### config.mk
export PLATFORM = sky130hd
export DESIGN_NAME = vga_bounce_renderer
export DESIGN_NICKNAME = d
export VERILOG_FILES = /design/src/rtl/vga_bounce_renderer.sv
export SDC_FILE = /design/constraint.sdc
export NUM_CORES = 1
export LEC_CHECK = 0
export BUFFER_PORTS_ARGS = -buffer_cell sky130_fd_sc_hd__buf_2
export CAP_MARGIN = 20
export CORE_MARGIN = 3
export CORE_UTILIZATION = 59
export DETAILED_ROUTE_END_ITERATION = 10
export PLACE_DENSITY = 0.79
export REMOVE_ABC_BUFFERS = 1
export SETUP_SLACK_MARGIN = 0.1
export SLEW_MARGIN = 25
export SYNTH_ARGS = -nofsm -noshare
export SYNTH_HDL_FRONTEND = slang
export SYNTH_SLANG_ARGS = --single-unit
### constraint.sdc
create_clock -name i_clk -period 3.19 [get_ports i_clk]
set_input_delay 0.638 -clock i_clk [delete_from_list [all_inputs] [get_ports i_clk]]
set_output_delay 0.638 -clock i_clk [all_outputs]
set_load 0.1 [all_outputs]
### src/rtl/vga_bounce_renderer.sv
// Colour stage after the VGA timing generator: draws a bouncing box over a background.
// Two-strobe pipeline for rgb and syncs; box moves once per frame on i_animate.
module vga_bounce_renderer #(
  parameter int          SIZE    = 32,
  parameter int          SPEED   = 2,
  parameter int          X_START = 100,
  parameter int          Y_START = 60,
  parameter logic [11:0] BG_RGB  = 12'h013
) (
  input  logic       i_clk,
  input  logic       i_rst,
  input  logic       i_pix_stb,
  input  logic [9:0] i_x,
  input  logic [8:0] i_y,
  input  logic       i_blanking,
  input  logic       i_animate,
  input  logic       i_hs,
  input  logic       i_vs,
  input  logic       i_pause,
  output logic       o_hs,
  output logic       o_vs,
  output logic [3:0] o_r,
  output logic [3:0] o_g,
  output logic [3:0] o_b,
  output logic [7:0] o_bounces
);

  localparam logic [10:0] X_MAX  = 11'(640 - SIZE);
  localparam logic [10:0] Y_MAX  = 11'(480 - SIZE);
  localparam logic [10:0] SZ     = 11'(SIZE);
  localparam logic [10:0] SP     = 11'(SPEED);
  localparam logic [10:0] X_INIT = 11'(X_START);
  localparam logic [10:0] Y_INIT = 11'(Y_START);

  logic [10:0] bx, by, bx_next, by_next;
  logic        dir_x, dir_y, dir_x_next, dir_y_next;
  logic        flip_x, flip_y;
  logic [1:0]  ci;
  logic [7:0]  bounces;

  logic        s1_in_box, s1_blank, s1_hs, s1_vs;
  logic [11:0] rgb;
  logic [10:0] px, py;
  logic        in_box;
  logic [11:0] box_rgb;

  function automatic logic [11:0] pal(input logic [1:0] idx);
    case (idx)
      2'd0:    pal = 12'hF00;
      2'd1:    pal = 12'h0F0;
      2'd2:    pal = 12'h00F;
      default: pal = 12'hFF0;
    endcase
  endfunction

  assign px      = {1'b0, i_x};
  assign py      = {2'b00, i_y};
  assign in_box  = (px >= bx) && (px < bx + SZ) && (py >= by) && (py < by + SZ);
  assign box_rgb = pal(ci);

  // dir = 1 means moving towards larger coordinates; edges clamp and flip.
  always_comb begin
    bx_next    = bx;
    dir_x_next = dir_x;
    flip_x     = 1'b0;
    if (dir_x) begin
      if (bx + SP >= X_MAX) begin
        bx_next    = X_MAX;
        dir_x_next = 1'b0;
        flip_x     = 1'b1;
      end else begin
        bx_next = bx + SP;
      end
    end else begin
      if (bx <= SP) begin
        bx_next    = '0;
        dir_x_next = 1'b1;
        flip_x     = 1'b1;
      end else begin
        bx_next = bx - SP;
      end
    end
  end

  always_comb begin
    by_next    = by;
    dir_y_next = dir_y;
    flip_y     = 1'b0;
    if (dir_y) begin
      if (by + SP >= Y_MAX) begin
        by_next    = Y_MAX;
        dir_y_next = 1'b0;
        flip_y     = 1'b1;
      end else begin
        by_next = by + SP;
      end
    end else begin
      if (by <= SP) begin
        by_next    = '0;
        dir_y_next = 1'b1;
        flip_y     = 1'b1;
      end else begin
        by_next = by - SP;
      end
    end
  end

  always_ff @(posedge i_clk) begin
    if (i_rst) begin
      bx        <= X_INIT;
      by        <= Y_INIT;
      dir_x     <= 1'b1;
      dir_y     <= 1'b1;
      ci        <= '0;
      bounces   <= '0;
      s1_in_box <= 1'b0;
      s1_blank  <= 1'b1;
      s1_hs     <= 1'b1;
      s1_vs     <= 1'b1;
      rgb       <= '0;
      o_hs      <= 1'b1;
      o_vs      <= 1'b1;
    end else if (i_pix_stb) begin
      s1_in_box <= in_box;
      s1_blank  <= i_blanking;
      s1_hs     <= i_hs;
      s1_vs     <= i_vs;
      rgb       <= s1_blank ? 12'h000 : (s1_in_box ? box_rgb : BG_RGB);
      o_hs      <= s1_hs;
      o_vs      <= s1_vs;
      if (i_animate && !i_pause) begin
        bx    <= bx_next;
        by    <= by_next;
        dir_x <= dir_x_next;
        dir_y <= dir_y_next;
        // A corner hit flips both axes but is a single bounce event.
        if (flip_x || flip_y) begin
          ci      <= ci + 2'd1;
          bounces <= bounces + 8'd1;
        end
      end
    end
  end

  assign o_r       = rgb[11:8];
  assign o_g       = rgb[7:4];
  assign o_b       = rgb[3:0];
  assign o_bounces = bounces;

endmodule
==> results.cfg <==
[timing]
period_minus_slack_ns = 2.88
slew_headroom_pct = 51.5
tns_ns = 0
fmax_mhz = 347
worst_slew_pin_slew_ns = 0.725
rsz0062_at_grt = no
finalSetupViolCount = 0
drv_slew = 0
fin_skew_ns = 0.0122
hold_ws_ns = 0.476
min_period_over_period_pct = 90.3
final_hold_viol_count = 0

[synthesis]
synth_cells = 465
synthSimpleGateAreaFrac_pct = 22.0
synth_top_flop_cell = dfxtp_1
synth_compound_area_share_pct = 26.1
ys_ff_latch = 43
syn_avg_cell_area_um2 = 7.89
synth_xor_area_share_pct = 3.58
ys_seq_area_share_pct = 23.5
synthDistinctLibCells = 64
synthAdderAreaFrac_pct = 14.3
synth_edf_count = 0
synth_top_family_by_area = compound AO/OA/AOI/OAI gates
synth_mux_area_share_pct = 2.52
yosys_warnings = 0
async_flop_share_pct = 0
syn_area_mm2 = 0.00367

[pwr]
power_leakage_uw = 0.00169
p_per_area_mw_per_mm2 = 296
ir_drop_uv = 248

[critical_path]
crit_buf_inv = 0
critical-path-max-stage-delay_ns = 0.54
crit_family = compound AO/OA/AOI/OAI gates
critPathCaptureType = flop
cp_slowest_cell = dfxtp_1
required_ns = 3.38
crit_path_max_fanout = 13
startpoint_type = flop
crit_chain = ha_1, and4_1, a21o_1, a21oi_1, o21a_1, o32a_4, nor4_1, mux2_1
path_class = reg2reg
worstPathArrival_ns = 3.07

[clock_tree]
post_cts_buffers = 0
clockRootBuffer = clkbuf_8
numCtsBuffers = 5
clk_pin_slew_worst_paths_ns = 0.09
cts_hold_buf = 0
cts.sinks = 43
clk_latency_ns = 0.30
htreeDepth = 2
ctsLongestPathBuffers = 2
cts_tree = done

[detailed_routing]
routedWlPerCell_um = 15.7
via_per_inst = 6.22
route.detailed.drc = 0
ant_nets = 0
drtIter0Drc = 196
via_count = 3568
finalWirelength_um = 8990
drtPass1Iterations = 4

[floorplanning]
dieArea_mm2 = 0.00720
ioPinCount = 49
die_width_um = 84.8
die_h_um = 84.8
start_util_pct = 61.6
core-area_mm2 = 0.00596
rows = 28

[hold_path]
hp-class = reg2reg

[cells_and_area]
antenna_cells = 0
syn_to_final_growth_pct = 9.86
layout.nets = 567
fin_util_pct = 67.6
drive_gt1_share_pct = 15.6

[global_route]
grt_pass1_wl_um = 15200
antenna_found_initial = 0
grt_overflow = 0
grt_pass1_vias = 3407
grt_max_degree = 35
track_usage_pct = 25.3

[placement]
place_congestion = 0.972
place_hpwl_um = 6860
portBuffers = 46

[run]
drv_cap = 0

[status]
status = finished, final reports clean
[power breakdown]
part           internal (uW)  switching (uW)  total [uW]
Combinational           92.3             137         229
Sequential               549            19.8         569
Clock                    197             198         395
[what timing repair did]
action / 4_1_cts / 5_1_grt
endpoints found under the hold margin: 0 / 0
setup endpoints to repair: 0 / 1
gates resized for setup: 0 / 1
[worst reg2reg max path, cell delays in order, from the launching register on]
cell     delay (ns)
dfxtp_1        0.54
ha_1           0.37
and4_1         0.29
a21o_1         0.13
a21oi_1        0.09
o21a_1         0.25
o32a_4         0.43
nor4_1         0.33
mux2_1         0.37
[cell families (layout without fill, tap and decap cells)]
logic type,Yosys count,in the layout
and+or+nand+nor,149,149
AOI/OAI and AO/OA,142,142
buffers and inverters,65,99
DFF,43,43
adders and majority gates,42,42
xor gates and xnor gates,15,15
muxes,9,9
[flip-flops by register name, summed over array words and instances (netlist names), 2 cells and up]
signal     cells
rgb            5
by            10
ci             2
o_bounces      8
bx            10
[synthesized netlist by cell type (all sizes together) (11+ instances only)]
cell type | number | area [um^2]
a21oi | 43 | 215
nor4 | 11 | 68.8
nand2 | 29 | 109
xnor2 | 15 | 131
clkbuf | 20 | 75.1
o21ai | 23 | 115
inv | 29 | 109
nand3 | 22 | 115
buf | 15 | 106
nor3 | 12 | 60.1
dfxtp | 43 | 861
o21a | 11 | 82.6
nor2 | 28 | 105
ha | 42 | 526
[cells in the final DEF, fill, tap and decap left out, drive strengths merged, types with 11 or more instances in the layout]
master / instances
buf: 61
a21oi: 43
nand3: 22
xnor2: 15
inv: 29
o21a: 11
nor3: 12
nor2: 28
ha: 42
o21ai: 23
nand2: 29
dfxtp: 43
nor4: 11
[worst paths after layout]
| check | cells after the start | start | slack, ns | to |
|---|---|---|---|---|
| min reg2reg | 2 | s1_hs | 0.48 | s1_hs |
| max reg2reg | 8 | bx[6] | 0.31 | o_bounces[7] |
| max | 8 | bx[6] | 0.31 | o_bounces[7] |
| min | 2 | s1_hs | 0.48 | s1_hs |
[per-stage QoR]
stage                     power, uW  cells  worst slack [ns]  area, um^2
final                          1190    574             0.308        4030
after global routing           1250    574             0.124        4030
after CTS                      1200    574             0.323        4030
after detailed placement        807    566             0.343        3920
after global placement          799    566             0.424        3920
after floorplan                 727    430            -0.306        3490
[metal layers]
layer | vias up | part of all wire (%) | GRT usage [%]
li1 | 1782 | - | -
met4 | 0 | 2.1 | 9.93
met2 | 92 | 51 | 45.3
met1 | 1668 | 44 | 30.2
met5 | - | 0 | 0
met3 | 26 | 3.7 | 3.69
[layout make-up]
| type | instances | area [um^2] |
|---|---|---|
| tap | 75 | 93.8 |
| clock inverter | 1 | 7.51 |
| fill | 525 | 1930 |
| sequential | 43 | 861 |
| inverter | 30 | 113 |
| multi-input combinational | 357 | 2510 |
| timing repair buffer | 61 | 343 |
| clock buffer | 7 | 96.3 |
(Power assumes the default switching activity.)
